[config.mk]
export PLATFORM = sky130hd
export DESIGN_NAME = fifo_wr_burst_ctrl
export DESIGN_NICKNAME = d
export VERILOG_FILES = /design/src/rtl/fifo_wr_burst_ctrl.sv
export SDC_FILE = /design/constraint.sdc
export NUM_CORES = 1
export LEC_CHECK = 0
export ABC_CLOCK_PERIOD_IN_PS = 2520
export CAP_MARGIN = 0
export CORE_UTILIZATION = 40
export CTS_CLUSTER_DIAMETER = 40
export DETAILED_ROUTE_END_ITERATION = 8
export PLACE_DENSITY = 0.73
export REMOVE_ABC_BUFFERS = 1
export SLEW_MARGIN = 20
export SYNTH_ARGS = -nofsm -noshare
export SYNTH_HDL_FRONTEND = slang
export SYNTH_SLANG_ARGS = --single-unit
[constraint.sdc]
create_clock -name wclk -period 2.52 [get_ports wclk]
set_clock_uncertainty 0.05 [all_clocks]
set_input_delay 0.504 -clock wclk [delete_from_list [all_inputs] [get_ports wclk]]
set_output_delay 0.504 -clock wclk [all_outputs]
set_load 0.005 [all_outputs]
[src/rtl/fifo_wr_burst_ctrl.sv]
// Burst write controller: moves BURST_LENGTH source words into a FIFO, with WRITE_PERIOD idle cycles after each write.
// Latency: winc/src_ready/wdata are combinational in WRITE; busy/done/aborted are registered and follow the state by one edge.
// Backpressure: wfull or src_valid=0 holds WRITE with no write and no timeout; wfull cycles are counted in stall_count.
module fifo_wr_burst_ctrl #(
  parameter int DATASIZE     = 9,
  parameter int BURST_LENGTH = 1024,
  parameter int WRITE_PERIOD = 2
) (
  input  logic                wclk,
  input  logic                wrst_n,
  input  logic                start,
  input  logic                abort,
  input  logic                src_valid,
  input  logic [DATASIZE-1:0] src_data,
  output logic                src_ready,
  input  logic                wfull,
  output logic                winc,
  output logic [DATASIZE-1:0] wdata,
  output logic                busy,
  output logic                done,
  output logic                aborted,
  output logic [10:0]         wr_count,
  output logic [15:0]         stall_count
);

  typedef enum logic [1:0] {S_IDLE, S_WRITE, S_GAP, S_DONE} state_t;

  // wr_count value seen on the edge of the final write of a burst
  localparam logic [10:0] LAST_WR  = 11'(BURST_LENGTH - 1);
  // gap counter value in the final GAP cycle
  localparam logic [1:0]  GAP_LAST = 2'((WRITE_PERIOD > 0) ? (WRITE_PERIOD - 1) : 0);

  state_t      state_q, state_d;
  logic [1:0]  gap_q, gap_d;
  logic [10:0] wr_count_q, wr_count_d;
  logic [15:0] stall_q, stall_d;
  logic        busy_q, busy_d;
  logic        done_q, done_d;
  logic        aborted_q, aborted_d;

  // FIFO write happens only in WRITE with a word available, room in the FIFO and no abort
  assign winc        = (state_q == S_WRITE) & src_valid & ~wfull & ~abort;
  assign src_ready   = winc;
  assign wdata       = src_data;
  assign busy        = busy_q;
  assign done        = done_q;
  assign aborted     = aborted_q;
  assign wr_count    = wr_count_q;
  assign stall_count = stall_q;

  // Next-state and counter update logic
  always_comb begin
    state_d    = state_q;
    gap_d      = gap_q;
    wr_count_d = wr_count_q;
    stall_d    = stall_q;
    aborted_d  = 1'b0;
    case (state_q)
      S_IDLE: begin
        if (start && !abort) begin
          state_d    = S_WRITE;
          gap_d      = 2'd0;
          wr_count_d = 11'd0;
          stall_d    = 16'd0;
        end
      end
      S_WRITE: begin
        // blocked cycles are counted even when the burst is being aborted
        if (wfull && (stall_q != 16'hFFFF)) stall_d = stall_q + 16'd1;
        if (abort) begin
          state_d   = S_IDLE;
          aborted_d = 1'b1;
        end else if (winc) begin
          wr_count_d = wr_count_q + 11'd1;
          if (wr_count_q == LAST_WR) begin
            state_d = S_DONE;
          end else if (WRITE_PERIOD > 0) begin
            state_d = S_GAP;
            gap_d   = 2'd0;
          end
        end
      end
      S_GAP: begin
        if (abort) begin
          state_d   = S_IDLE;
          aborted_d = 1'b1;
        end else if (gap_q == GAP_LAST) begin
          state_d = S_WRITE;
        end else begin
          gap_d = gap_q + 2'd1;
        end
      end
      S_DONE:  state_d = S_IDLE;
      default: state_d = S_IDLE;
    endcase
    busy_d = (state_d == S_WRITE) || (state_d == S_GAP);
    done_d = (state_d == S_DONE);
  end

  // State, counters and registered status outputs
  always_ff @(posedge wclk or negedge wrst_n) begin
    if (!wrst_n) begin
      state_q    <= S_IDLE;
      gap_q      <= 2'd0;
      wr_count_q <= 11'd0;
      stall_q    <= 16'd0;
      busy_q     <= 1'b0;
      done_q     <= 1'b0;
      aborted_q  <= 1'b0;
    end else begin
      state_q    <= state_d;
      gap_q      <= gap_d;
      wr_count_q <= wr_count_d;
      stall_q    <= stall_d;
      busy_q     <= busy_d;
      done_q     <= done_d;
      aborted_q  <= aborted_d;
    end
  end

endmodule

==> impl_metrics.ini, run 1 <==
[setup_path]
cp.required_ns = 1.97
worstSetupStartpointType = input pin
startpoint = src_valid
cp_slowest_stage_delay_ns = 0.49
path_class = in -> out
crit_path_end_kind = output port
slowest_stage = clkdlybuf4s50_1
reg2reg_from = state_q[0]
path_cells = clkdlybuf4s50_1 -> nor4bb_2 -> buf_4 -> clkdlybuf4s50_1
path_delay_family = buffers and inverters
rrSetupSlack_ns = 0.21
setup.worst_path.end = src_ready
r2r_end = stall_count[9]
r2r_cells = 7
cp_max_fo = 3
cp_common_cell = clkdlybuf4s50_1
path_buf_inv = 3
crit_cells = 4
critPathArrivalTime_ns = 1.90

[placed_design]
gp_congestion = 0.843
place_hpwl_mm = 3.22
post-place-ws_ns = 0.00421
io_buffers = 37

[job]
maxCapViolations = 0

[cts]
h-tree-depth = 2
ctsRootBufferMaster = clkbuf_8
postCtsSetupBuffers = 0
clk_path_buf_depth = 2
cts_tree = yes
cts.sinks = 34
clk-insertion-delay-late_ns = 0.29
hold_buffers = 0
clkTransAtPathRegs_ns = 0.07
cts_made_buffers = 5

[timing]
relSlewSlack_pct = 67.9
report.final.slew_viol_count = 0
period_share_pct = 97.4
hold_viol = 0
fmax_ghz = 0.407
fin_ws_ns = 0.0648
rsz0062_at_grt = no
setup_viol = 0
period_minus_slack_ns = 2.46
max_slew.worst_pin.slew_ns = 0.478

[synth]
synth_cells = 221
synth_edf_count = 0
syn_area_mm2 = 0.00209
yosys_register_bits = 34
ys_seq_area_share_pct = 40.8
synth_cell_types = 44
yosys_warnings = 0
avgSynthCellArea_um2 = 9.44
async_flop_share_pct = 100
synth_ff_type = dfrtp_1

[floorplanning]
fp.dieH_um = 74.2
rows = 25
start_util_pct = 42.8
die_w_um = 74.2
coreArea_mm2 = 0.00488
die_area_mm2 = 0.00551
num_io_pins = 56

[drt]
routedWlPerCell_um = 13.3
vias_per_cell = 5.30
drt_wl_total_mm = 4.40
detail-route-antenna-nets = 0
vias = 1753
dr.pass1.iters = 4
drt_iter0_markers = 166
drcViolationCount = 0

[power_and_ir_drop]
p_per_area_mw_per_mm2 = 704
p_clk_share_pct = 22.5
power_mw = 1.86
power_frac_comb_pct = 37.4
p_leak_nw = 1.15
seqPwrFrac_pct = 40.1
ir_drop_v = 0.000397
p_sw_mw = 0.652
swShare_pct = 35.0
intPower_mw = 1.21

[outcome]
status = complete, no violations

[grt]
antenna_found_initial = 0
first_global_vias = 1711
overflow = 0
grt_max_degree = 35
grt_first_pass_wirelength_mm = 7.67
gr-usage-all-layers_pct = 18.0

[layout]
fill_cells = 467
multiInputGateArea_mm2 = 0.00111
post-route-util_pct = 54.3
antenna_cells = 0
final_nets = 287
seq_area_um2 = 851
area_growth_pct = 26.9
drive_above_1_share_pct = 12.1

[min_path]
hold_path_class = reg -> reg
[power by group through the flow]
stage / combinational (mW) / clock, mW / sequential, mW
6_report: 0.696 / 0.420 / 0.747
3_5_place_dp: 0.684 / 0 / 0.751
2_1_floorplan: 0.366 / 0 / 0.736
5_1_grt: 0.784 / 0.456 / 0.763
3_3_place_gp: 0.673 / 0 / 0.749
4_1_cts: 0.689 / 0.431 / 0.743
[synthesized netlist by cell type, types with 2 or more instances]
library cell | instances | area share (%)
nand2_1 | 15 | 2.7
and3_1 | 6 | 1.8
buf_4 | 10 | 3.6
xnor2_1 | 3 | 1.3
o2bb2ai_1 | 3 | 1.3
nor4bb_1 | 2 | 0.96
o21ai_0 | 5 | 1.2
and2_1 | 2 | 0.60
buf_6 | 3 | 1.6
nand3_1 | 12 | 2.9
a32o_1 | 3 | 1.4
mux2i_1 | 4 | 1.9
and4_1 | 4 | 1.7
nor2b_1 | 3 | 0.90
a21oi_1 | 6 | 1.4
a21boi_0 | 2 | 0.72
a22o_1 | 2 | 0.84
a211oi_1 | 3 | 1.1
ha_1 | 9 | 5.4
dfrtp_1 | 34 | 41
inv_1 | 6 | 1.1
nand2b_1 | 4 | 1.2
o22ai_1 | 2 | 0.60
nor2_1 | 27 | 4.9
nor3_1 | 4 | 0.96
o21a_1 | 4 | 1.4
xor2_1 | 12 | 5.0
nor4_2 | 2 | 1.2
nand4_1 | 11 | 3.3
clkbuf_1 | 4 | 0.72
[flip-flops by register name (all words and copies together), names as in the netlist]
name         flops
gap_q            2
state_q          2
busy             1
aborted          1
wr_count        11
stall_count     16
done             1
[cell type report]
cell class	instances	area share, %
multi-input combinational	163	41.8
sequential	34	32.1
timing repair buffer	53	18.6
clock buffer	7	3.26
tap	67	3.17
inverter	6	0.851
clock inverter	1	0.189
[per-layer routing]
| metal | wire length (um) | GRT usage, % |
|---|---|---|
| met2 | 2100 | 30.2 |
| met1 | 2010 | 22.8 |
| met4 | 53 | 5.24 |
| met3 | 242 | 5.15 |
| met5 | 0 | 0 |
[worst min path at each step]
| stage | from | end | slack, ns | cells past startpoint |
|---|---|---|---|---|
| detailed placement | gap_q[0] | gap_q[0] | 0.43 | 1 |
| CTS | gap_q[0] | gap_q[0] | 0.44 | 1 |
| global placement | gap_q[0] | gap_q[0] | 0.42 | 1 |
| global route | gap_q[0] | gap_q[0] | 0.48 | 1 |
| finish | gap_q[0] | gap_q[0] | 0.44 | 1 |
| floorplan | wrst_n | aborted | 0.16 | 0 |
[worst register-to-register path: cells and delay by family, from the launching register on]
kind | cells | cell delay (ns)
flops | 1 | 0.47
buf+inv | 1 | 0.14
simple gates | 2 | 0.66
compound gates | 3 | 0.62
fa+ha+maj | 1 | 0.31
[placed cells by master, fill, tap and decap left out, types with 2 or more instances in the layout]
master	n
o21a_1	4
clkbuf_8	6
clkdlybuf4s50_1	36
nand2b_1	4
o2bb2ai_1	3
nor2_1	26
nand4_1	11
xnor2_1	3
a21boi_0	2
buf_4	16
inv_1	5
a211oi_1	3
nor2b_1	3
nand3_1	12
and2_1	2
xor2_1	12
and4_1	4
nor4_2	2
mux2i_1	4
a21oi_1	6
nand2_1	15
o22ai_1	2
a22o_1	2
o21ai_0	5
ha_1	8
nor3_1	4
and3_1	6
a32o_1	3
dfrtp_1	34
[kinds of logic after synthesis]
kind of cell | synth area share, %
XOR/XNOR | 6.30
AND/OR/NAND/NOR | 25.8
adder cells (fa/ha/maj) | 5.40
buffers and inverters | 7.25
flip-flops | 40.8
multiplexers | 1.92
AO/OA/AOI/OAI | 12.6
[timing repair]
| item | in CTS | in global routing |
|---|---|---|
| setup endpoints to repair | 2 | 2 |
| resized for setup | 1 | 5 |
| cloned | 0 | 0 |
| pin swaps | 1 | 0 |
[metrics by stage]
step                      setup TNS [ns]  instance area [um2]  cells  hold slack [ns]
after global routing                   0                 2650    331            0.478
after detailed placement               0                 2530    323            0.435
after floorplan                  -0.0842                 1960    203            0.158
after global placement          -0.00557                 2530    323            0.417
final                                  0                 2650    331            0.437
after CTS                              0                 2630    331            0.442
No activity file was read; power rests on OpenSTA's default activity.
==> run 2: changes to the inputs <==
SKIP_CTS_REPAIR_TIMING = 1   (was default)
==> run 2 against run 1 <==
- largest power group unchanged
- count of clock-buffer cells in the layout unchanged
- register-to-register slack about the same
- clock power about the same
- sequential power about the same
==> impl_metrics.ini, run 2 (synthesized netlist as in run 1, its figures left out) <==
[placed_design]
io_buffers = 37
post-place-ws_ns = 0.00421
place_hpwl_mm = 3.22
placed_cells = 323
gp_congestion = 0.843

[layout]
mostFrequentLayoutCell = clkdlybuf4s50_1
seq_area_um2 = 851
drive_above_1_share_pct = 12.1
largest_register_ffs = 16
layout_common_cells = clkdlybuf4s50_1 (36), dfrtp_1 (34), nor2_1 (26), buf_4 (16), nand2_1 (15)
fill_cells = 466
area_growth_pct = 26.9
final_cells = 331
antenna_cells = 0
final_nets = 287
multiInputGateArea_mm2 = 0.00111

[grt]
gr-usage-all-layers_pct = 18.0
overflow = 0
grt_first_pass_wirelength_mm = 7.67
antenna_found_initial = 0
grt_max_degree = 35
first_global_vias = 1708

[timing]
relSlewSlack_pct = 67.8
report.final.slew_viol_count = 0
fmax_ghz = 0.407
fin_ws_ns = 0.0640
max_slew.worst_pin.slew_ns = 0.480
timing.hold.ws_ns = 0.437
period_minus_slack_ns = 2.46
setup_viol = 0
tns_ns = 0
rsz0062_at_grt = no
hold_viol = 0
period_share_pct = 97.5

[drt]
drt_wl_total_mm = 4.43
vias_per_cell = 5.30
dr.pass1.iters = 4
detail-route-antenna-nets = 0
drt_iter0_markers = 114
drcViolationCount = 0
routedWlPerCell_um = 13.4
vias = 1753

[cts]
clkTransAtPathRegs_ns = 0.07
cts_made_buffers = 5
cts.sinks = 34
ctsRootBufferMaster = clkbuf_8
h-tree-depth = 2
clk-insertion-delay-late_ns = 0.29
clk_path_buf_depth = 2
cts_tree = yes

[setup_path]
startpoint = src_valid
cp.required_ns = 1.97
slowest_stage = clkdlybuf4s50_1
path_cells = clkdlybuf4s50_1 -> nor4bb_2 -> buf_4 -> clkdlybuf4s50_1
path_delay_family = buffers and inverters
reg2reg_from = state_q[0]
crit_path_end_kind = output port
cp_common_cell = clkdlybuf4s50_1
cp_slowest_stage_delay_ns = 0.49
path_class = in -> out
critPathArrivalTime_ns = 1.90
path_buf_inv = 3
worstSetupStartpointType = input pin
cp_max_fo = 3

[outcome]
status = complete, no violations

[floorplanning]
num_io_pins = 56
rows = 25
die_area_mm2 = 0.00551
die_w_um = 74.2
coreArea_mm2 = 0.00488
fp.dieH_um = 74.2
start_util_pct = 42.8

[power_and_ir_drop]
ir_drop_v = 0.000398
p_leak_nw = 1.15
p_per_area_mw_per_mm2 = 705
power_mw = 1.87

[min_path]
hold_path_class = reg -> reg
worstHoldStart = gap_q[0]

[job]
maxCapViolations = 0
-- run 2: worst reg2reg max path, stage by stage (launching register included) --
cell and delay (ns):
dfrtp_1 0.47, inv_1 0.15, ha_1 0.31, nor2_1 0.16, a211o_1 0.34, or4_1 0.50, o21ai_1 0.13, a22o_1 0.15
-- run 2: layout make-up --
cell class                 instances  area share, %
multi-input combinational        163           41.8
clock inverter                     1          0.189
clock buffer                       7           3.26
tap                               67           3.17
sequential                        34           32.1
inverter                           6          0.851
timing repair buffer              53           18.6
-- run 2: per-stage QoR --
| step | utilization [%] | cell area, um2 |
|---|---|---|
| floorplan | - | 1960 |
| global route | 54.3 | 2650 |
| finish | 54.3 | 2650 |
| detailed placement | 51.9 | 2530 |
| global placement | 51.9 | 2530 |
| CTS | 53.8 | 2620 |
-- run 2: power breakdown --
group          total (mW)  switching, mW  internal [mW]
registers           0.748          0.122          0.626
logic               0.698          0.333          0.365
clock network       0.421          0.201          0.220
-- run 2: worst paths after layout --
kind | endpoint | cells past startpoint | slack, ns
worst max-delay path | src_ready | 4 | 0.06
worst min-delay path | gap_q[0] | 1 | 0.44
worst max register to register | stall_count[9] | 7 | 0.21
worst min register to register | gap_q[0] | 1 | 0.44
max in group asynchronous | gap_q[1] | 2 | 1.54
min in group asynchronous | aborted | 2 | 0.57
-- run 2: per-layer routing --
metal  routed length (um)  up-vias  GRT usage, %  share of wire (%)
met2                 2080       61          30.2                 47
met5                    0        -             0                  0
li1                     -      872             -                  -
met3                  268        7          5.15                6.0
met1                 2030      813          22.7                 46
met4                   53        0          5.24                1.2
==> run 3: changes to the inputs <==
PLACE_DENSITY = default   (was 0.73)
PLACE_DENSITY_LB_ADDON = 0.25   (was default)
REMOVE_ABC_BUFFERS = default   (was 1)
==> run 3 against run 2 <==
- final cell count grew 0.30%
- register-to-register slack got worse by 0.03 ns
- utilization increased by 0.74 points
- sequential cell count did not move
- wire length up 4.3%
- non-clock buffer count grew 1
- critical path type is now reg -> out
- sequential power about the same
==> impl_metrics.ini, run 3 (synthesized netlist as in run 1, its figures left out) <==
[outcome]
status = complete, no violations

[power_and_ir_drop]
p_leak_nw = 1.17
ir_drop_v = 0.000453
p_per_area_mw_per_mm2 = 728

[cts]
cts_tree = yes
clk_path_buf_depth = 2
ctsRootBufferMaster = clkbuf_8
clk-insertion-delay-late_ns = 0.29
h-tree-depth = 2
clkTransAtPathRegs_ns = 0.07
cts_made_buffers = 5
cts.sinks = 34

[setup_path]
critPathArrivalTime_ns = 1.91
slowest_stage = clkdlybuf4s50_1
path_delay_family = buffers and inverters
path_buf_inv = 3
crit_path_end_kind = output port
worstSetupStartpointType = flip-flop
path_class = reg -> out
cp_slowest_stage_delay_ns = 0.49
path_cells = inv_2 -> ha_4 -> nor4bb_4 -> buf_4 -> clkdlybuf4s50_1
cp.required_ns = 1.97
cp_max_fo = 6

[job]
maxCapViolations = 0

[placed_design]
place_hpwl_mm = 3.22
gp_congestion = 0.850
dpl-instance-area_mm2 = 0.00252
io_buffers = 37

[timing]
period_share_pct = 97.7
hold_viol = 0
relSlewSlack_pct = 67.7
timing.hold.ws_ns = 0.428
report.final.slew_viol_count = 0
rsz0062_at_grt = no
fmax_ghz = 0.406
setup_viol = 0
max_slew.worst_pin.slew_ns = 0.481
period_minus_slack_ns = 2.46

[grt]
grt_max_degree = 35
first_global_vias = 1604
antenna_found_initial = 0
grt_first_pass_wirelength_mm = 7.39
gr-usage-all-layers_pct = 17.7
overflow = 0

[layout]
multiInputGateArea_mm2 = 0.00111
mostFrequentLayoutCell = clkdlybuf4s50_1
antenna_cells = 0
post-route-util_pct = 55.0
seq_area_um2 = 852
largest_register_ffs = 16
area_growth_pct = 28.6
drive_above_1_share_pct = 13.2
final_cell_area_mm2 = 0.00268
layout_common_cells = clkdlybuf4s50_1 (36), dfrtp_1 (33), nor2_1 (26), buf_4 (17), nand2_1 (15)
final_nets = 288
fill_cells = 452

[drt]
drt_wl_total_mm = 4.62
drcViolationCount = 0
routedWlPerCell_um = 13.9
drt_iter0_markers = 89
dr.pass1.iters = 7
vias = 1752
detail-route-antenna-nets = 0
vias_per_cell = 5.28

[floorplanning]
coreArea_mm2 = 0.00488
rows = 25
start_util_pct = 42.8
die_area_mm2 = 0.00551
num_io_pins = 56
die_w_um = 74.2
fp.dieH_um = 74.2

[min_path]
hold_path_class = reg -> reg

[synth]
synth_nets = 245
## run 3: report_power, final
group | switching (mW) | total, mW | internal (mW)
combinational | 0.341 | 0.722 | 0.381
clock | 0.205 | 0.481 | 0.276
sequential | 0.124 | 0.751 | 0.627
## run 3: cell type report
cell class / instances / share of cell area (%)
clock buffer: 8 / 4.10
sequential: 34 / 31.7
inverter: 6 / 0.839
multi-input combinational: 163 / 41.5
tap: 67 / 3.12
timing repair buffer: 54 / 18.6
## run 3: path summary, 6_finish.rpt
check / from / endpoint / slack [ns] / depth (start not counted)
worst min-delay path: gap_q[0] / gap_q[0] / 0.43 / 1
worst min register to register: gap_q[0] / gap_q[0] / 0.43 / 1
max in group asynchronous: wrst_n / state_q[0] / 1.52 / 2
min in group asynchronous: wrst_n / stall_count[6] / 0.58 / 2
worst max-delay path: state_q[1] / src_ready / 0.06 / 5
worst max register to register: state_q[0] / stall_count[9] / 0.18 / 7
## run 3: routing by layer
metal  up-vias  share of wire (%)  track usage, %
li1        869                  -               -
met1       825                 47            23.2
met2        51                 47            28.2
met3         7                5.0            4.61
met4         0                1.2            6.71
met5         -                  0               0
## run 3: worst reg2reg max path, cell delays in order (launching register included)
cell     delay, ns
dfrtp_2       0.47
inv_1         0.14
ha_1          0.32
nor2_1        0.16
a211o_1       0.34
or4_1         0.51
o21ai_1       0.14
a22o_1        0.15
## run 3: metrics by stage
stage | std cells | worst slack (ns) | setup TNS [ns] | total power [mW]
2_1_floorplan | 221 | 0.309 | 0 | 1.14
4_1_cts | 330 | -0.128 | -0.255 | 1.92
6_report | 332 | 0.0570 | 0 | 1.95
3_5_place_dp | 322 | -0.0525 | -0.120 | 1.44
3_3_place_gp | 322 | -0.0591 | -0.116 | 1.43
5_1_grt | 332 | 0.00263 | 0 | 2.08
